$ cat config.mk
export PLATFORM = sky130hd
export DESIGN_NAME = game_seq_ctl_flat
export DESIGN_NICKNAME = d
export VERILOG_FILES = /design/src/rtl/game_seq_ctl_if.sv /design/src/rtl/game_seq_ctl.sv /design/src/flat_wrapper.sv
export SDC_FILE = /design/constraint.sdc
export NUM_CORES = 1
export LEC_CHECK = 0
export BUFFER_PORTS_ARGS = -buffer_cell sky130_fd_sc_hd__buf_4
export CAP_MARGIN = 20
export CORE_ASPECT_RATIO = 0.9
export CORE_UTILIZATION = 55
export DETAILED_ROUTE_END_ITERATION = 8
export MAX_ROUTING_LAYER = met4
export PLACE_DENSITY = 0.83
export SLEW_MARGIN = 15
export SYNTH_ARGS = -nofsm -noshare
export SYNTH_HDL_FRONTEND = slang
export SYNTH_SLANG_ARGS = --single-unit
$ cat constraint.sdc
create_clock -name clk -period 4.2 [get_ports clk]
set_input_delay 0.42 -clock clk [delete_from_list [all_inputs] [get_ports clk]]
set_output_delay 0.42 -clock clk [all_outputs]
set_load 0.005 [all_outputs]
$ cat src/rtl/game_seq_ctl_if.sv
// Signal bundle between the pong match sequencer and the rest of the game top level.
// The slave side is the sequencer; the master side drives the frame, input and miss events.
interface game_seq_ctl_if;
    logic       vsync_in;
    logic       button;
    logic       mouse_left;
    logic       miss_p1;
    logic       miss_p2;
    logic       ball_run;
    logic       ball_hold;
    logic       serve_dir;
    logic [1:0] score_p1;
    logic [1:0] score_p2;
    logic [1:0] winner;
    logic       blink;
    logic [2:0] state_out;

    modport slave (
        input  vsync_in, button, mouse_left, miss_p1, miss_p2,
        output ball_run, ball_hold, serve_dir, score_p1, score_p2, winner, blink, state_out
    );

    modport master (
        output vsync_in, button, mouse_left, miss_p1, miss_p2,
        input  ball_run, ball_hold, serve_dir, score_p1, score_p2, winner, blink, state_out
    );
endinterface

$ cat src/rtl/game_seq_ctl.sv
// Pong match sequencer: serve/play/point-delay/game-over flow, score counters and winner flag.
// Delays are counted in frames, one per vsync rising edge.
//
// state | meaning
// IDLE  | waiting for start button, scores forced to 0
// SERVE | ball held at centre, waiting for mouse_left serve
// PLAY  | ball moving, miss pulses score points
// POINT | ball held for POINT_DELAY_FRAMES frames before re-serve
// OVER  | match decided, blink toggles, button restarts
module game_seq_ctl #(
    parameter int WIN_SCORE          = 3,
    parameter int POINT_DELAY_FRAMES = 60,
    parameter int BLINK_FRAMES       = 16
) (
    input  logic           clk,
    input  logic           rst,
    game_seq_ctl_if.slave  bus
);

    localparam int MAX_FRAMES = (POINT_DELAY_FRAMES > BLINK_FRAMES) ? POINT_DELAY_FRAMES
                                                                     : BLINK_FRAMES;
    localparam int CNT_W = $clog2(MAX_FRAMES + 1);

    localparam logic [CNT_W-1:0] POINT_LAST = CNT_W'(POINT_DELAY_FRAMES - 1);
    localparam logic [CNT_W-1:0] BLINK_LAST = CNT_W'(BLINK_FRAMES - 1);
    localparam logic [1:0]       WIN        = 2'(WIN_SCORE);
    localparam logic [1:0]       SCORE_MAX  = 2'd3;

    typedef enum logic [2:0] {
        IDLE  = 3'd0,
        SERVE = 3'd1,
        PLAY  = 3'd2,
        POINT = 3'd3,
        OVER  = 3'd4
    } state_t;

    state_t           state;
    logic [CNT_W-1:0] frame_cnt;
    logic             button_q;
    logic             mouse_q;
    logic             vsync_q;

    logic             ball_run;
    logic             ball_hold;
    logic             serve_dir;
    logic [1:0]       score_p1;
    logic [1:0]       score_p2;
    logic [1:0]       winner;
    logic             blink;

    logic             button_edge;
    logic             mouse_edge;
    logic             vsync_edge;
    logic [1:0]       score_p1_inc;
    logic [1:0]       score_p2_inc;

    assign button_edge = bus.button     & ~button_q;
    assign mouse_edge  = bus.mouse_left & ~mouse_q;
    assign vsync_edge  = bus.vsync_in   & ~vsync_q;

    // Saturating increments; scores never wrap past 3.
    assign score_p1_inc = (score_p1 == SCORE_MAX) ? SCORE_MAX : score_p1 + 2'd1;
    assign score_p2_inc = (score_p2 == SCORE_MAX) ? SCORE_MAX : score_p2 + 2'd1;

    always_ff @(posedge clk) begin
        if (rst) begin
            state     <= IDLE;
            frame_cnt <= '0;
            button_q  <= 1'b0;
            mouse_q   <= 1'b0;
            vsync_q   <= 1'b0;
            ball_run  <= 1'b0;
            ball_hold <= 1'b1;
            serve_dir <= 1'b0;
            score_p1  <= 2'd0;
            score_p2  <= 2'd0;
            winner    <= 2'b00;
            blink     <= 1'b0;
        end else begin
            button_q <= bus.button;
            mouse_q  <= bus.mouse_left;
            vsync_q  <= bus.vsync_in;

            case (state)
                IDLE: begin
                    ball_run  <= 1'b0;
                    ball_hold <= 1'b1;
                    score_p1  <= 2'd0;
                    score_p2  <= 2'd0;
                    winner    <= 2'b00;
                    blink     <= 1'b0;
                    frame_cnt <= '0;
                    if (button_edge) begin
                        state     <= SERVE;
                        serve_dir <= 1'b0;
                    end
                end

                SERVE: begin
                    ball_run  <= 1'b0;
                    ball_hold <= 1'b1;
                    if (mouse_edge) begin
                        state     <= PLAY;
                        ball_run  <= 1'b1;
                        ball_hold <= 1'b0;
                    end
                end

                PLAY: begin
                    ball_run  <= 1'b1;
                    ball_hold <= 1'b0;
                    if (bus.miss_p1 && bus.miss_p2) begin
                        // Both sides missed together: replay the point, nobody scores.
                        state     <= POINT;
                        frame_cnt <= '0;
                        ball_run  <= 1'b0;
                        ball_hold <= 1'b1;
                    end else if (bus.miss_p1) begin
                        score_p2  <= score_p2_inc;
                        serve_dir <= 1'b1;
                        frame_cnt <= '0;
                        ball_run  <= 1'b0;
                        ball_hold <= 1'b1;
                        if (score_p2_inc == WIN) begin
                            state  <= OVER;
                            winner <= 2'b10;
                        end else begin
                            state <= POINT;
                        end
                    end else if (bus.miss_p2) begin
                        score_p1  <= score_p1_inc;
                        serve_dir <= 1'b0;
                        frame_cnt <= '0;
                        ball_run  <= 1'b0;
                        ball_hold <= 1'b1;
                        if (score_p1_inc == WIN) begin
                            state  <= OVER;
                            winner <= 2'b01;
                        end else begin
                            state <= POINT;
                        end
                    end
                end

                POINT: begin
                    ball_run  <= 1'b0;
                    ball_hold <= 1'b1;
                    if (vsync_edge) begin
                        if (frame_cnt == POINT_LAST) begin
                            state     <= SERVE;
                            frame_cnt <= '0;
                        end else begin
                            frame_cnt <= frame_cnt + 1'b1;
                        end
                    end
                end

                OVER: begin
                    ball_run  <= 1'b0;
                    ball_hold <= 1'b1;
                    if (button_edge) begin
                        state     <= SERVE;
                        serve_dir <= 1'b0;
                        score_p1  <= 2'd0;
                        score_p2  <= 2'd0;
                        winner    <= 2'b00;
                        blink     <= 1'b0;
                        frame_cnt <= '0;
                    end else if (vsync_edge) begin
                        if (frame_cnt == BLINK_LAST) begin
                            blink     <= ~blink;
                            frame_cnt <= '0;
                        end else begin
                            frame_cnt <= frame_cnt + 1'b1;
                        end
                    end
                end

                default: begin
                    state     <= IDLE;
                    frame_cnt <= '0;
                    ball_run  <= 1'b0;
                    ball_hold <= 1'b1;
                    serve_dir <= 1'b0;
                    score_p1  <= 2'd0;
                    score_p2  <= 2'd0;
                    winner    <= 2'b00;
                    blink     <= 1'b0;
                end
            endcase
        end
    end

    assign bus.ball_run  = ball_run;
    assign bus.ball_hold = ball_hold;
    assign bus.serve_dir = serve_dir;
    assign bus.score_p1  = score_p1;
    assign bus.score_p2  = score_p2;
    assign bus.winner    = winner;
    assign bus.blink     = blink;
    assign bus.state_out = state;

endmodule

$ cat src/flat_wrapper.sv
// flat-port wrapper written by rule: the top's interface ports become plain ports
module game_seq_ctl_flat 
#(
    parameter int WIN_SCORE          = 3,
    parameter int POINT_DELAY_FRAMES = 60,
    parameter int BLINK_FRAMES       = 16
)
  (clk, rst, bus_vsync_in, bus_button, bus_mouse_left, bus_miss_p1, bus_miss_p2, bus_ball_run, bus_ball_hold, bus_serve_dir, bus_score_p1, bus_score_p2, bus_winner, bus_blink, bus_state_out);
  game_seq_ctl_if bus_i ();
  input  logic clk;
  input  logic rst;
  input wire logic [$bits(bus_i.vsync_in)-1:0] bus_vsync_in;
  input wire logic [$bits(bus_i.button)-1:0] bus_button;
  input wire logic [$bits(bus_i.mouse_left)-1:0] bus_mouse_left;
  input wire logic [$bits(bus_i.miss_p1)-1:0] bus_miss_p1;
  input wire logic [$bits(bus_i.miss_p2)-1:0] bus_miss_p2;
  output wire logic [$bits(bus_i.ball_run)-1:0] bus_ball_run;
  output wire logic [$bits(bus_i.ball_hold)-1:0] bus_ball_hold;
  output wire logic [$bits(bus_i.serve_dir)-1:0] bus_serve_dir;
  output wire logic [$bits(bus_i.score_p1)-1:0] bus_score_p1;
  output wire logic [$bits(bus_i.score_p2)-1:0] bus_score_p2;
  output wire logic [$bits(bus_i.winner)-1:0] bus_winner;
  output wire logic [$bits(bus_i.blink)-1:0] bus_blink;
  output wire logic [$bits(bus_i.state_out)-1:0] bus_state_out;
  assign bus_i.vsync_in = bus_vsync_in;
  assign bus_i.button = bus_button;
  assign bus_i.mouse_left = bus_mouse_left;
  assign bus_i.miss_p1 = bus_miss_p1;
  assign bus_i.miss_p2 = bus_miss_p2;
  assign bus_ball_run = bus_i.ball_run;
  assign bus_ball_hold = bus_i.ball_hold;
  assign bus_serve_dir = bus_i.serve_dir;
  assign bus_score_p1 = bus_i.score_p1;
  assign bus_score_p2 = bus_i.score_p2;
  assign bus_winner = bus_i.winner;
  assign bus_blink = bus_i.blink;
  assign bus_state_out = bus_i.state_out;
  game_seq_ctl #(.WIN_SCORE(WIN_SCORE), .POINT_DELAY_FRAMES(POINT_DELAY_FRAMES), .BLINK_FRAMES(BLINK_FRAMES)) u_core (.clk(clk), .rst(rst), .bus(bus_i));
endmodule
# Word-level counts from Yosys, hierarchy flattened
# Index checks and enable logic that the tools add are counted.
[totals] register_bits=22 input_bits=7 output_inout_bits=13 word_cells=116
[op_classes] add_sub_neg=3 n_eq_ne=25 mux=54 bitwise=10 n_reduce_logical=12
[op_table] operator="$mux 6" n=8
[op_table] operator="$mux 3" n=9
[op_table] operator="$mux 2" n=13
[op_table] operator="$pmux 6 s4" n=1
[op_table] operator="$pmux 2 s3" n=3
[op_table] operator="$mux 1" n=15
[op_table] operator="$pmux 3 s4" n=1
[op_table] operator="$reduce_and 4->1" n=3
[op_table] operator="$ne 2x1->1 const B" n=5
[op_table] operator="$reduce_and 5->1" n=2
[op_table] operator="$eq 2x2->1 const B" n=4
[op_table] operator="$ne 2x2->1 const B" n=4
[op_table] operator="$not 1->1" n=7
[op_table] operator="$add 6x1->6 const B" n=1
[op_table] operator="$eq 3x2->1 const B" n=2
[op_table] operator="$eq 6x4->1 const B" n=1
[op_table] operator="$eq 6x6->1 const B" n=1
[op_table] operator="$ne 3x1->1 const B" n=2
[op_table] operator="$ne 3x2->1 const B" n=2
[op_table] operator="$pmux 1 s2" n=3
[op_table] operator="$reduce_and 6->1" n=1
[op_table] operator="$add 2x1->2 const B" n=2
[op_table] operator="$ne 4x3->1 const B" n=1
[op_table] operator="$reduce_or 2->1" n=2
[op_table] operator="9 further kinds" n=11

# Logic depth before layout (Yosys ltp)
[logic_depth] depth_word=8 ltp_mapped=7 depth_no_buf=6

# Worst setup path before layout
# Ideal clock, no wire load.
[synth_path] kind="register to register" startpoint="register u_core.frame_cnt[0]" endpoint="register u_core.blink, in the netlist u_core.bus.blink" setup_time_ps=88 t_arrival_ps=1496 t_required_ps=4112 slack_ps=2616 stages_incl_launch_ff=7 n_path_buf=0 synth_period_minus_slack_ps=1584 path_cell_list="dfxtp_1 > ha_1 > nand3_2 > or4b_4 > nor2_2 > nor2_1 > a311oi_2"
[synth_via] elab_chain_len=3
[synth_lines] item="from (decl)" line_no="game_seq_ctl.sv:38" text="logic [CNT_W-1:0] frame_cnt;"
[synth_lines] item="from (signal assigned)" line_no="game_seq_ctl.sv:153" text="frame_cnt <= frame_cnt + 1'b1;"
[synth_lines] item="from (signal assigned)" line_no="game_seq_ctl.sv:174" text="frame_cnt <= frame_cnt + 1'b1;"
[synth_lines] item="$eq 6x4->1" line_no="game_seq_ctl.sv:170" text="if (frame_cnt == BLINK_LAST) begin"
[synth_lines] item="$ne 3x1->1 (no source line)"
[synth_lines] item="$reduce_and 3->1 (no source line)"
[synth_lines] item="to (signal assigned)" line_no="game_seq_ctl.sv:171" text="blink <= ~blink;"
[synth_lines] item="to (decl)" line_no="game_seq_ctl.sv:49" text="logic blink;"
# No other way between the ends.
# A chain may end at the register's enable or synchronous reset.

# Final worst setup path
[layout_path] startpoint="register u_core.state[0], in the netlist u_core.bus.state_out[0]" endpoint="register u_core.frame_cnt[2]"
[layout_via] elab_chain_len=3 word_cells_on_any_way=10 classes_between="7 x eq/ne; 1 x mux; 1 x bitwise; 1 x reduce/logical"
[layout_lines] item="from (decl)" line_no="game_seq_ctl.sv:37" text="state_t state;"
[layout_lines] item="from (signal assigned)" line_no="game_seq_ctl.sv:67" text="state <= IDLE;"
[layout_lines] item="from (signal assigned)" line_no="game_seq_ctl.sv:94" text="state <= SERVE;"
[layout_lines] item="from (signal assigned)" line_no="game_seq_ctl.sv:103" text="state <= PLAY;"
[layout_lines] item="$eq 3x2->1 (tied with other cells)" line_no="game_seq_ctl.sv:84" text="case (state)"
[layout_lines] item="$ne 4x3->1 (no source line) (tied with other cells)"
[layout_lines] item="$reduce_and 4->1 (no source line)"
# Several ways; a longest one is shown, not always the timed one.

==> impl_summary.md <==
Power and ir drop
The static leakage power is between 0.4 and 0.5 nW. Summing internal, switching and leakage power gives approximately 500 uW. Across the VDD grid, the largest voltage drop is about 0.00027 V. The power density relative to cell area is about 370 nW/um2.

STA
Setup repair after global routing left no endpoint under its margin. The maximum operating frequency is roughly 540 MHz. Dividing the final minimum period by the clock period gives between 40% and 50%. In this run the tightest slew margin relative to its limit is between 60% and 70%.

The final worst clock skew is ~3.3 ps. For the final routed database, the setup TNS stands at 0 ps. At the pin with the least slew margin, the transition time is between 500 and 600 ps. The max-slew violation count is 0. Setup violations remaining at the end of the flow were counted as 0. The number of hold-slack violations in the final timing report came to 0.

The minimum clock period after layout is ~1900 ps.

Place
During placement, the flow inserted port buffers numbering 19. Summed over all nets, the half-perimeter wirelength after detailed placement is approximately 1900 um. The weighted congestion reported at the end of routability-driven placement is approximately 0.9. Including well taps, the total number of placed cells is between 150 and 200.

Worst setup path
The critical path data arrival time is 2130 ps. Data on the critical path is required at its endpoint by roughly 4500 ps. The critical path's most frequent cell is sky130_fd_sc_hd__o211ai_2. The setup path with the least slack is of type register to register.

The count of cells along the worst register-to-register path is 5. Traced cell by cell, the critical path runs through nor2_2, o211ai_2, o211ai_2, a2111o_1, a21oi_1. The library cell contributing the largest single delay on the critical path is sky130_fd_sc_hd__dfxtp_1. The worst setup path is launched from a register. On the worst path, the slowest cell contributes a delay of approximately 610 ps. STA classifies the critical path endpoint as a register. The worst flop-to-flop path startpoint is u_core.bus.state_out[0]. Following the worst setup path forward leads to its endpoint at u_core.frame_cnt[2]. The end of the worst register-to-register path is u_core.frame_cnt[2].

The most critical setup path has its startpoint at u_core.bus.state_out[0]. The setup slack on the worst flop-to-flop path is 2330 ps. The maximum fanout along the worst path is 13.

Clock tree
The post-CTS setup repair buffer count is 0. Counting along the longest clock path gives a buffer depth of 2. At the later pin of the worst-skew pair, clock insertion delay measures 310 ps. The level count of the clock H-tree is 1. The number of gates resized after CTS is 0. The tree built by TritonCTS fans out to 22 sinks.

The tree is rooted in a sky130_fd_sc_hd__clkbuf_4. The clock slew at the register clock pins of the worst setup and hold paths is ~120 ps. TritonCTS built the clock tree. The number of hold buffers added after CTS was 0. The number of buffers inserted during clock tree synthesis is 3.

Global routing
The initial antenna violation count is 0. The global-route total usage across every layer is 26.03%. The via count of the first global-routing pass is 999. The pin count of the biggest net entering global routing is 21. The first global-routing pass estimated around 4300 um of wire. Global routing finished with a remaining overflow of 0.

Routing
The count of nets left with antenna violations once routing finished came out at 0. Summed over all layers, the routed wires come to 2537 um. The top layer used by detailed routing is met4. The starting DRC count in detailed routing is 30. The routed layout has ~1100 vias. The total DRC errors in the routed layout is 0. The routed wire length on met3 is ~200 um. The length of the first detailed-routing pass in iterations is 4. The wire length on met1 is 1129 um.

The detailed-route wire length per cell is between 10 and 15 um. After detailed routing, the met2 layer carries ~1200 um of wire. After detailed routing, the number of vias per cell comes to 6.139.

Floorplanning
In this run the count of I/O pins placed on the die edge is 20. The die is ~45 um tall. The number of rows in the core area is 15. The initial standard-cell utilization of the core is between 50% and 60%. The full die area is roughly 2300 um2.

The chip width is approximately 50 um. The area of the placeable core is 1952 um2.

Synthesis
The number of different library cells used by synthesis comes to 42. After synthesis the netlist holds a flip-flop and latch count of 22. The number of synthesized flops with an enable pin is 0.

The average cell area after synthesis is 8.299 um2. For this run, the register share of the synthesized area comes to 38.18%. The total standard cell area after synthesis is 1154 um2.

The cell count after synthesis came out at 139. The net count after synthesis is approximately 150. The dominant synthesized flop cell is sky130_fd_sc_hd__dfxtp_1. The total of warnings raised by yosys is 0. Counting flops with an async set or reset pin after synthesis yields a share of 0%.

Cells and area
The final cell count without fillers is 180. The final standard cell utilization of the core is 68.78%. The library cell used most frequently in the layout, excluding fill and tap cells, is sky130_fd_sc_hd__dfxtp_1. Relative to the synthesized area, the layout overhead comes to 16.38%.

The number of antenna diodes is 0. For this run, the post-layout net count is between 150 and 200. The top cell types in the final layout, fill and taps aside, are 22 x sky130_fd_sc_hd__dfxtp_1, 19 x sky130_fd_sc_hd__buf_4, 15 x sky130_fd_sc_hd__a21oi_1. The share of layout cells above drive strength 1 is 21.94%. The fill cell total of the finished layout is about 170.

Worst hold path
The worst hold path belongs to the class input port to register. The worst hold path was traced through 2 stages.

Job
The number of maximum-capacitance violations is 0.

Outcome
The flow ran to the end, and the final reports show no timing, DRC or antenna violations.
-- per-stage QoR --
step	hold WS (ps)	setup WS [ps]	area, um2
2_1_floorplan	449.2	2616	1154
3_3_place_gp	447.9	2342	1290
3_5_place_dp	455.6	2249	1290
4_1_cts	315.3	2355	1343
5_1_grt	333.6	2203	1343
6_report	320.4	2333	1343
-- how the worst min path moves through the flow --
stage,start,endpoint,slack (ps)
floorplan,u_core.frame_cnt[1],u_core.frame_cnt[1],450
global placement,u_core.bus.winner[1],u_core.bus.winner[1],450
detailed placement,u_core.bus.winner[1],u_core.bus.winner[1],460
CTS,bus_vsync_in,u_core.vsync_q,320
global route,bus_vsync_in,u_core.vsync_q,330
finish,bus_vsync_in,u_core.vsync_q,320
-- registers in the layout (all words and copies together), names as in the netlist, 2 cells and up --
register / flops
u_core.bus.score_p1: 2
u_core.bus.state_out: 3
u_core.bus.score_p2: 2
u_core.bus.winner: 2
u_core.frame_cnt: 6
-- critical path, delay by kind of cell (launching register included) --
family / cells / cell delay (ps)
AND/OR/NAND/NOR: 1 / 110
flip-flops: 1 / 610
AO/OA/AOI/OAI: 4 / 1100
-- metal layers --
layer | vias up | track usage [%]
li1 | 536 | -
met1 | 508 | 32.65
met2 | 56 | 39.73
met3 | 5 | 6.667
met4 | 0 | 11.43
met5 | - | -
-- cell families after synthesis --
family | after synthesis | share of synthesized area [%]
buffers and inverters | 13 | 5.205
and+or+nand+nor | 57 | 27.44
adders and majority gates | 1 | 1.084
DFF | 22 | 38.18
AOI/OAI and AO/OA | 45 | 27.11
muxes | 1 | 0.9761
-- Yosys cell counts, types with 2 or more instances --
cell type | count | area share, %
sky130_fd_sc_hd__a211oi_1 | 2 | 1.3
sky130_fd_sc_hd__or2_1 | 2 | 1.1
sky130_fd_sc_hd__nor2b_1 | 5 | 2.7
sky130_fd_sc_hd__o211ai_2 | 2 | 2.2
sky130_fd_sc_hd__nand2b_1 | 3 | 1.6
sky130_fd_sc_hd__clkbuf_1 | 2 | 0.65
sky130_fd_sc_hd__o21ai_0 | 5 | 2.2
sky130_fd_sc_hd__nand3b_1 | 3 | 2.0
sky130_fd_sc_hd__a21o_1 | 2 | 1.3
sky130_fd_sc_hd__dfxtp_1 | 22 | 38
sky130_fd_sc_hd__a31oi_1 | 4 | 2.2
sky130_fd_sc_hd__o311ai_0 | 2 | 1.5
sky130_fd_sc_hd__a21oi_1 | 15 | 6.5
sky130_fd_sc_hd__nor3_1 | 4 | 1.7
sky130_fd_sc_hd__nor2_2 | 2 | 1.1
sky130_fd_sc_hd__nand3_1 | 11 | 4.8
sky130_fd_sc_hd__nand2_1 | 12 | 3.9
sky130_fd_sc_hd__nor2_1 | 7 | 2.3
sky130_fd_sc_hd__buf_4 | 2 | 1.3
sky130_fd_sc_hd__inv_1 | 6 | 2.0
sky130_fd_sc_hd__buf_2 | 3 | 1.3
sky130_fd_sc_hd__o21a_1 | 3 | 2.0
-- power by group --
group          switching, mW  internal, mW
Sequential            0.0155         0.219
Clock                 0.0651        0.0965
Combinational         0.0584        0.0484
-- cell type report --
cell class              count  area, um2  area share (%)
flip-flops and latches     22      440.4           32.81
repair buffers             19      142.6           10.62
well taps                  25      31.28           2.330
inverters                   6      22.52           1.678
multi-input cells         104      653.1           48.65
clock inverters             1      30.03           2.237
clock buffers               3      22.52           1.678
Note: power is estimated with default switching activity, not from simulation.
